### config.mk
export PLATFORM = sky130hd
export DESIGN_NAME = id_ex_stage
export DESIGN_NICKNAME = d
export VERILOG_FILES = /design/src/rtl/id_ex_stage.sv
export SDC_FILE = /design/constraint.sdc
export NUM_CORES = 1
export LEC_CHECK = 0
export BUFFER_PORTS_ARGS = -buffer_cell sky130_fd_sc_hd__buf_2
export CAP_MARGIN = 20
export CORE_AREA = 3 3 131 133
export CTS_BUF_LIST = sky130_fd_sc_hd__clkbuf_4
export DETAILED_ROUTE_END_ITERATION = 12
export DIE_AREA = 0 0 134 136
export GPL_TIMING_DRIVEN = 0
export PLACE_DENSITY_LB_ADDON = 0.25
export SYNTH_ARGS = -nofsm -noshare
export SYNTH_HDL_FRONTEND = slang
export SYNTH_SLANG_ARGS = --single-unit
### constraint.sdc
create_clock -name clk -period 2.2 [get_ports clk]
set_input_delay 0.22 -clock clk [delete_from_list [all_inputs] [get_ports clk]]
set_output_delay 0.22 -clock clk [all_outputs]
set_load 0.05 [all_outputs]
### src/rtl/id_ex_stage.sv
// ID/EX pipeline register: one-entry skid-free slot with operand resolution and divide guard.
// Define FWD_BYPASS_EN to forward MEM/WB results; otherwise matching sources stall decode.
package rv32i_pkg;
    parameter int XLEN = 32;
endpackage

module id_ex_stage
    import rv32i_pkg::*;
(
    input  logic            clk,
    input  logic            rst_n,
    input  logic            in_valid,
    output logic            in_ready,
    input  logic [XLEN-1:0] in_pc,
    input  logic [XLEN-1:0] in_rs1_data,
    input  logic [XLEN-1:0] in_rs2_data,
    input  logic [XLEN-1:0] in_imm,
    input  logic [4:0]      in_rs1_addr,
    input  logic [4:0]      in_rs2_addr,
    input  logic [4:0]      in_rd_addr,
    input  logic [3:0]      in_alu_op,
    input  logic            in_use_pc,
    input  logic            in_use_imm,
    input  logic            in_reg_write,
    input  logic            mem_fwd_valid,
    input  logic [4:0]      mem_fwd_rd,
    input  logic [XLEN-1:0] mem_fwd_data,
    input  logic            wb_fwd_valid,
    input  logic [4:0]      wb_fwd_rd,
    input  logic [XLEN-1:0] wb_fwd_data,
    input  logic            flush,
    output logic            out_valid,
    input  logic            out_ready,
    output logic [XLEN-1:0] src_a,
    output logic [XLEN-1:0] src_b,
    output logic [3:0]      alu_instr,
    output logic [4:0]      out_rd_addr,
    output logic            out_reg_write,
    output logic [XLEN-1:0] out_pc,
    output logic            out_div_zero
);

    logic            out_valid_q, out_valid_d;
    logic [XLEN-1:0] src_a_q, src_a_d;
    logic [XLEN-1:0] src_b_q, src_b_d;
    logic [3:0]      alu_instr_q, alu_instr_d;
    logic [4:0]      out_rd_addr_q, out_rd_addr_d;
    logic            out_reg_write_q, out_reg_write_d;
    logic [XLEN-1:0] out_pc_q, out_pc_d;
    logic            out_div_zero_q, out_div_zero_d;

    logic [XLEN-1:0] rs1_res, rs2_res;
    logic            hazard;
    logic            capture;

`ifdef FWD_BYPASS_EN
    function automatic logic [XLEN-1:0] fwd(input logic [4:0] addr, input logic [XLEN-1:0] regdata);
        if (addr == 5'd0)                              return regdata;
        else if (mem_fwd_valid && mem_fwd_rd == addr)  return mem_fwd_data;
        else if (wb_fwd_valid && wb_fwd_rd == addr)    return wb_fwd_data;
        else                                           return regdata;
    endfunction

    assign hazard = 1'b0;
`else
    function automatic logic [XLEN-1:0] fwd(input logic [4:0] addr, input logic [XLEN-1:0] regdata);
        logic [4:0] unused_addr;
        unused_addr = addr;
        return regdata;
    endfunction

    function automatic logic src_pending(input logic [4:0] addr);
        return (addr != 5'd0) &&
               ((mem_fwd_valid && mem_fwd_rd == addr) || (wb_fwd_valid && wb_fwd_rd == addr));
    endfunction

    // Without a bypass path the only safe option is to hold decode until the producer retires.
    assign hazard = (!in_use_pc && src_pending(in_rs1_addr)) ||
                    (!in_use_imm && src_pending(in_rs2_addr));

    logic unused_fwd_data;
    assign unused_fwd_data = ^{mem_fwd_data, wb_fwd_data};
`endif

    // valid/ready: a beat transfers on a rising edge where valid && ready; flush overrides both sides.
    always_comb begin
        rs1_res  = fwd(in_rs1_addr, in_rs1_data);
        rs2_res  = fwd(in_rs2_addr, in_rs2_data);
        in_ready = flush || ((!out_valid_q || out_ready) && !hazard);
        capture  = in_valid && in_ready && !flush;

        out_valid_d     = out_valid_q;
        src_a_d         = src_a_q;
        src_b_d         = src_b_q;
        alu_instr_d     = alu_instr_q;
        out_rd_addr_d   = out_rd_addr_q;
        out_reg_write_d = out_reg_write_q;
        out_pc_d        = out_pc_q;
        out_div_zero_d  = out_div_zero_q;

        if (flush)
            out_valid_d = 1'b0;
        else if (capture)
            out_valid_d = 1'b1;
        else if (out_ready)
            out_valid_d = 1'b0;

        if (capture) begin
            src_a_d         = in_use_pc  ? in_pc  : rs1_res;
            src_b_d         = in_use_imm ? in_imm : rs2_res;
            alu_instr_d     = in_alu_op;
            out_rd_addr_d   = in_rd_addr;
            out_reg_write_d = in_reg_write && (in_rd_addr != 5'd0);
            out_pc_d        = in_pc;
            out_div_zero_d  = (in_alu_op == 4'b1110 || in_alu_op == 4'b1111) &&
                              ((in_use_imm ? in_imm : rs2_res) == '0);
        end
    end

    always_ff @(posedge clk or negedge rst_n) begin
        if (!rst_n) begin
            out_valid_q     <= 1'b0;
            src_a_q         <= '0;
            src_b_q         <= '0;
            alu_instr_q     <= '0;
            out_rd_addr_q   <= '0;
            out_reg_write_q <= 1'b0;
            out_pc_q        <= '0;
            out_div_zero_q  <= 1'b0;
        end else begin
            out_valid_q     <= out_valid_d;
            src_a_q         <= src_a_d;
            src_b_q         <= src_b_d;
            alu_instr_q     <= alu_instr_d;
            out_rd_addr_q   <= out_rd_addr_d;
            out_reg_write_q <= out_reg_write_d;
            out_pc_q        <= out_pc_d;
            out_div_zero_q  <= out_div_zero_d;
        end
    end

    assign out_valid     = out_valid_q;
    assign src_a         = src_a_q;
    assign src_b         = src_b_q;
    assign alu_instr     = alu_instr_q;
    assign out_rd_addr   = out_rd_addr_q;
    assign out_reg_write = out_reg_write_q;
    assign out_pc        = out_pc_q;
    assign out_div_zero  = out_div_zero_q;

endmodule

**After elaboration in Yosys (flattened, before gate mapping)**

Cells that the tools add are included.

- Shift-type cells: 0
- Multiply operators: 0
- Equal/unequal tests: 6
- Divide/modulo/power cells: 0
- Multiplexer cells: 5
- Magnitude comparators: 0
- Reduce and logical (&&, ||, !) cells: 29
- Add/subtract/negate cells: 0
- Bitwise operators: 0

Operator list:

| cell | number |
|---|---|
| $mux W32 | 2 |
| $logic_not A32 Y1 | 1 |
| $eq A5 B5 Y1 | 4 |
| $reduce_bool A5 Y1 | 3 |
| $logic_and A1 B1 Y1 | 13 |
| $eq A4 B4 Y1 const B | 2 |
| $logic_or A1 B1 Y1 | 6 |
| $logic_not A1 Y1 | 5 |
| $mux W1 | 3 |
| $reduce_bool A3 Y1 | 1 |

- Bits in writable memories: 0
- Output and inout bits: 109
- Memories: 0
- Flip-flop bits (word level): 108
- Bits in latches: 0
- ROM bits: 0

**Logic depth before layout (Yosys ltp)**

Gate-level depths: netlist of the first run.

- Depth in word-level cells: 13
- Gate-level depth with buffers: 9
- Depth with buffers taken out: 6

**Worst setup path before layout of the first run**

No wires, ideal clock.

- Kind: reg2reg
- Start point: reg out_valid_q (netlist: out_valid)
- End point: reg src_b_q[10] (netlist: src_b[10])
- Required time: 2.075 ns
- Path buffers: 3
- Stages on the path, launching flop included: 7
- Arrival: 1.799 ns
- Setup time: 0.125 ns
- Period minus slack after synthesis: 1.924 ns
- Setup slack: 0.276 ns
- Path through: dfrtp_1 -> a222oi_1 -> nand3b_1 -> buf_2 -> buf_6 -> buf_6 -> mux2_4

- Longest elaborated chain between the ends: 6

RTL lines:

| item | line | text |
|---|---|---|
| from (decl) | 43 | `logic out_valid_q, out_valid_d;` |
| from (signal assigned) | 131 | `out_valid_q <= out_valid_d;` |
| $logic_not A1 Y1 | 89 | `in_ready = flush \|\| ((!out_valid_q \|\| out_ready) && !hazard);` |
| $logic_or A1 B1 Y1 | 89 |  |
| $logic_and A1 B1 Y1 | 89 |  |
| $logic_or A1 B1 Y1 | 89 |  |
| $logic_and A1 B1 Y1 (2 in series) | 90 | `capture = in_valid && in_ready && !flush;` |
| to (signal assigned) | 133 | `src_b_q <= src_b_d;` |
| to (decl) | 45 | `logic [XLEN-1:0] src_b_q, src_b_d;` |

Every way passes these cells.
A chain may end at the register's enable or synchronous reset.

**Worst setup path in the final report of the first run**

- Start point: reg out_valid_q (netlist: out_valid)
- End point: out in_ready

- Longest elaborated chain between the ends: 4

RTL lines:

| item | line | text |
|---|---|---|
| $logic_not A1 Y1 | 89 |  |
| $logic_or A1 B1 Y1 | 89 |  |
| $logic_and A1 B1 Y1 | 89 |  |
| $logic_or A1 B1 Y1 | 89 |  |
| to (decl) | 13 | `output logic in_ready,` |

Every way passes these cells.

==> reports/results.ini, run 1 <==
[yosys]
synth_top_family_by_area = multiplexers
synthTopCellsByArea = dfrtp_1, mux2_2, mux2_4
synth_fa_ha_area_share_pct = 0
yosys.area_share.simple_pct = 4.32
synth-main-ff-cell = dfrtp_1
synth_compound_area_share_pct = 1.12
post-synth-top-area-cell = dfrtp_1
netlist_area_sq_um = 5270
synth_common_cells = mux2_2, dfrtp_1, xnor2_1
synthMuxAreaShare_pct = 37.8
yosysTopAreaCellShare_pct = 51.3
synth_xor_area_share_pct = 3.32
synth.most_common_cell = mux2_2
syn_area_per_cell_sq_um = 14.2
ys_async_sr_fraction_pct = 100
yosysSeqAreaShare_pct = 51.3
ys_ff_latch = 108
yosysUniqueCellTypes = 25
synth_edf_count = 0
syn_inst = 371
synthesis.nets = 602
yosysWarningCount = 0

[setup_path]
slowest_delay_ps = 430
start_kind = flop
end_kind = primary output
r2r_start = out_valid
crit_path_top_delay_cell = dfrtp_1
crit_fanout = 3
arrival_ps = 1690
cp_cell_sequence = a222oi_1, or2_2, buf_2
path_class = flop to primary output
reg2regPathDepth = 6
required_ps = 1980
reg2reg_setup_slack_ps = 350
r2r_end = src_b[21]

[power]
power_frac_seq_pct = 38.9
ir_drop_v = 0.000490
clockPowerShare_pct = 15.7
switching_share_pct = 44.7
p_int_w = 0.00370
power.leakage_nw = 3.58
powerDensity_nw_per_um2 = 887
switching_power_w = 0.00298
combPwrFrac_pct = 45.4

[place]
place_hpwl_microns = 12600
dpl.cell_count = 861
place.gp.congestion = 0.937
portBuffers = 273

[timing]
rsz0062_at_grt = false
fin_crit_sh_pct = 86.9
setup_viol = 0
worst_slew_pin_slew_ps = 717
hold_viol = 0
fmax_mhz = 523
slew_viol_final = 0
final.setup.tns_ps = 0
finClkSkew_ps = 17.3
holdWs_ps = 84.1
period_needed_ps = 1910
slew_headroom_pct = 52.2

[finish]
final_cells = 922
finish.utilization_pct = 47.2
area_delta_synth_final_pct = 42.8
nets = 932
drive_gt1_share_pct = 67.0
diodes = 0

[detailed_routing]
ant_nets = 0
wirelength_microns = 15900
vias = 4309
vias_per_cell = 4.67
wl_per_cell_microns = 17.3
first_pass_iters = 4
drc = 0
drt_iter0_drc = 100

[min_path]
min_path_type = primary input to flop
min_to = src_a[24]
hp-start = in_rs1_data[24]
min_path_cells = 3

[clock_tree]
cts_sinks = 108
htree_levels = 3
clock_path_buffers = 2
cts_root_buffer = clkbuf_4
clk_latency_ps = 480
cts_inserted_buffers = 9
cts_setup_buffers = 0
tritoncts = built
cts.reportedPaths.clkPinSlew_ps = 180

[die]
num_rows = 46
start_util_pct = 33.1
ios = 340
die_h_microns = 136
die-area_sq_um = 18200
coreArea_sq_um = 15900
dieWidth_microns = 134

[grt]
grt_pass1_wl_microns = 25100
grt_use_total_pct = 17.4
grt-ovfl-total = 0
grt_max_degree = 56
first_global_vias = 4840
antenna_found_initial = 0

[status]
outcome = complete, no violations

[run]
maxCapViolations = 0

critical path: cells and delay by family (launching register included):
family | cells | cell delay, ps
buffers and inverters | 1 | 260
DFF | 1 | 430
and+or+nand+nor | 1 | 170
AOI/OAI and AO/OA | 1 | 370
state kept, by name, indices dropped and copies added (netlist names):
| register | count |
|---|---|
| out_rd_addr | 5 |
| out_div_zero | 1 |
| src_a | 32 |
| out_valid | 1 |
| alu_instr | 4 |
| out_pc | 32 |
| out_reg_write | 1 |
| src_b | 32 |
stage by stage:
step	instance area [sq um]	total power, W	setup slack, ps
detailed placement	6940	0.00564	-8.39
floorplan	5270	0.00477	276
CTS	7530	0.00677	215
global route	7530	0.00702	155
finish	7530	0.00668	289
global placement	6910	0.00558	-343
cell families after synthesis:
family,Yosys count
muxes,171
DFF,108
and+or+nand+nor,41
buffers and inverters,22
xor gates and xnor gates,20
AOI/OAI and AO/OA,9
cell usage in the layout (no fill, tap or decap), drive strengths merged:
| cell type | instances |
|---|---|
| a21oi | 2 |
| a222oi | 1 |
| a22oi | 1 |
| buf | 286 |
| bufinv | 1 |
| clkbuf | 17 |
| clkinv | 3 |
| clkinvlp | 1 |
| dfrtp | 108 |
| dlygate4sd3 | 45 |
| inv | 4 |
| mux2 | 170 |
| mux2i | 1 |
| nand2 | 5 |
| nand3 | 1 |
| nand3b | 1 |
| nand4 | 8 |
| nor2 | 5 |
| nor3 | 6 |
| nor4 | 12 |
| nor4b | 1 |
| o21ai | 2 |
| o22a | 1 |
| o22ai | 2 |
| or2 | 1 |
| or4 | 1 |
| xnor2 | 20 |
cell type report:
| cell class | count | area (sq um) |
|---|---|---|
| Multi-Input combinational cell | 241 | 2450 |
| Inverter | 2 | 7.51 |
| Fill cell | 1466 | 8410 |
| Clock inverter | 7 | 73.8 |
| Clock buffer | 9 | 67.6 |
| Sequential cell | 108 | 2700 |
| Buffer | 20 | 109 |
| Timing Repair Buffer | 319 | 1850 |
| Tap cell | 216 | 270 |
power by group through the flow:
stage | clock network [W] | logic (W) | registers, W
floorplan | 0 | 0.000663 | 0.00411
global placement | 0 | 0.00296 | 0.00261
detailed placement | 0 | 0.00300 | 0.00264
CTS | 0.00111 | 0.00306 | 0.00260
global route | 0.00119 | 0.00318 | 0.00265
finish | 0.00105 | 0.00303 | 0.00260
how the worst max path moves through the flow:
stage,start,end,slack (ps),depth (start not counted)
after floorplan,out_valid,src_b[10],280,6
after global placement,rst_n,src_a[23],-340,1
after detailed placement,in_use_pc,src_b[19],-8,8
after CTS,out_valid,in_ready,220,3
after global routing,out_valid,in_ready,150,3
final,out_valid,in_ready,290,3
timing repair:
item	4_1_cts	5_1_grt
gates resized for setup	0	0
hold buffers	45	0
hold endpoints to repair	96	0
per-layer routing:
layer  vias to the layer above  wire length [microns]  GRT usage (%)
li1                       2012                      -              -
met2                       194                   8000           30.8
met5                         -                      0              0
met3                        20                   1370           5.29
met1                      2083                   6210           19.9
met4                         0                    352           6.57
No activity file was read; power rests on OpenSTA's default activity.
==> inputs of run 2 (changes only) <==
GPL_TIMING_DRIVEN = not set   (was 0)
==> run 2 against run 1 <==
  * Clock skew is 3.9 ps lower
  * Fmax up 0.22%
  * First-iteration DRC count increased by 16%
  * Critical path depth is 2 higher
  * Sequential share of layout area up 0.10 points
  * Clock power fell by 9%
  * Non-clock buffer count fell by 8
  * Critical endpoint is now out_valid
==> reports/results.ini, run 2 (same netlist as run 1, synthesis figures left out) <==
[timing]
worst_slew_pin_slew_ps = 613  ; -104 ps
final.setup.tns_ps = 0  ; unchanged
fmax_mhz = 524  ; +0.22%
final.setup.worst_slack_ps = 293  ; +4.21 ps
rsz0062_at_grt = false
fin_crit_sh_pct = 86.7  ; -0.19 points
period_needed_ps = 1910  ; -4.21 ps
finClkSkew_ps = 13.4  ; -3.87 ps
slew_headroom_pct = 59.1  ; +6.9 points
slew_viol_final = 0  ; unchanged
setup_viol = 0  ; unchanged
hold_viol = 0  ; unchanged

[setup_path]
required_ps = 2610  ; +630 ps
r2r_start = out_valid
crit_path_start = out_valid
endpoint = out_valid
r2r_end = out_valid
reg2reg_setup_slack_ps = 290  ; -60 ps
reg2regPathDepth = 5  ; -1
start_kind = flop
crit_fanout = 4  ; +1
arrival_ps = 2320  ; +630 ps
cp_cell_sequence = a222oi_1, nand3b_1, buf_4, o21ai_0, dlygate4sd3_1
end_kind = flop
crit_path_top_delay_cell = dlygate4sd3_1
path_class = flop to flop
slowest_delay_ps = 570  ; +140 ps

[place]
placed_area_sq_um = 6930  ; about the same
place_ws_ps = 129  ; +137 ps
place.gp.congestion = 0.952  ; +1.6%
dpl.cell_count = 853  ; -0.93%
place_hpwl_microns = 11900  ; -5.3%
portBuffers = 275  ; +0.73%

[clock_tree]
htree_levels = 3  ; unchanged
cts_sinks = 108  ; unchanged
cts_inserted_buffers = 9  ; unchanged
tritoncts = built
clock_path_buffers = 2  ; unchanged
cts.reportedPaths.clkPinSlew_ps = 180  ; about the same
cts_setup_buffers = 0  ; unchanged
clk_latency_ps = 460  ; -20 ps
cts_resized = 0  ; unchanged
cts_root_buffer = clkbuf_4

[power]
power.leakage_nw = 3.58  ; +0.16%
powerDensity_nw_per_um2 = 878  ; -1.0%
ir_drop_v = 0.000438  ; -11%
power.total_w = 0.00659  ; -1.3%

[die]
dieWidth_microns = 134  ; unchanged
start_util_pct = 33.1  ; unchanged
coreArea_sq_um = 15900  ; unchanged
die-area_sq_um = 18200  ; unchanged
ios = 340  ; unchanged
num_rows = 46  ; unchanged
die_h_microns = 136  ; unchanged

[grt]
grt_use_total_pct = 16.8  ; -0.61 points
grt_pass1_wl_microns = 24300  ; -3.4%
antenna_found_initial = 1  ; +1
grt_max_degree = 62  ; +11%
first_global_vias = 4785  ; -1.1%
grt-ovfl-total = 0  ; unchanged

[detailed_routing]
drc = 0  ; unchanged
wl_per_cell_microns = 16.9  ; -2.4%
vias = 4345  ; +0.84%
wirelength_microns = 15400  ; -3.2%
vias_per_cell = 4.75  ; +1.6%
ant_nets = 0  ; unchanged
first_pass_iters = 6  ; +2
drt_iter0_drc = 116  ; +16%

[finish]
drive_gt1_share_pct = 67.8  ; +0.77 points
final_common_cell = buf_2
nets = 924  ; -0.86%
layout_common_cells = buf_2, mux2_2, dfrtp_1
stdcell_area_sq_um = 7510  ; -0.28%
area_delta_synth_final_pct = 42.4
final_cells = 915  ; -0.76%

[run]
maxCapViolations = 0  ; unchanged

[status]
outcome = complete, no violations

[min_path]
min_path_type = primary input to flop

==> run 2: how the worst min path moves through the flow <==
stage                     slack (ps)  cells past startpoint            start           end
final                             90                      3   in_rs1_data[8]      src_a[8]
after global placement           260                      1            rst_n     src_b[13]
after floorplan                  -80                      0            rst_n  alu_instr[0]
after CTS                         30                      3  in_rs1_data[26]     src_a[26]
after detailed placement         270                      1            rst_n      src_b[8]
after global routing              30                      3  in_rs1_data[26]     src_a[26]
==> run 2: cell type report <==
type | count | area, sq um
flip-flops and latches | 108 | 2700
clock buffers | 9 | 67.6
diodes | 1 | 2.50
multi-input cells | 241 | 2450
well taps | 216 | 270
clock inverters | 7 | 56.3
inverters | 2 | 7.51
repair buffers | 331 | 1950
fillers | 1502 | 8430
==> run 2: routing by layer <==
metal | vias to the layer above | wire length [microns] | GRT usage, %
met5 | - | 0 | 0
met2 | 218 | 7730 | 30.1
li1 | 1997 | - | -
met4 | 0 | 346 | 6.46
met1 | 2109 | 6080 | 19.1
met3 | 21 | 1270 | 4.59
==> run 2: critical path, delay by kind of cell (launching register included) <==
kind / cells / cell delay, ps
DFF: 1 / 420
AOI/OAI and AO/OA: 2 / 450
and+or+nand+nor: 1 / 210
buffers and inverters: 2 / 780
==> run 2: power by group <==
| group | switching, W | leakage [nW] | internal (W) |
|---|---|---|---|
| clock network | 0.000699 | 0.0730 | 0.000252 |
| registers | 0.000210 | 1.27 | 0.00239 |
| logic | 0.00209 | 2.24 | 0.000953 |
| total | 0.00299 | 3.58 | 0.00360 |
==> run 2: metrics by stage <==
| stage | utilization [%] | hold slack, ps |
|---|---|---|
| after detailed placement | 43.5 | 271 |
| final | 47.1 | 88.1 |
| after CTS | 47.1 | 28.6 |
| after global placement | 43.5 | 256 |
| after global routing | 47.1 | 34.6 |
| after floorplan | - | -75.6 |
==> run 2: timing repair <==
action / in CTS / in global routing
hold buffers: 45 / 0
hold endpoints to repair: 85 / 0
setup endpoints to repair: 0 / 0
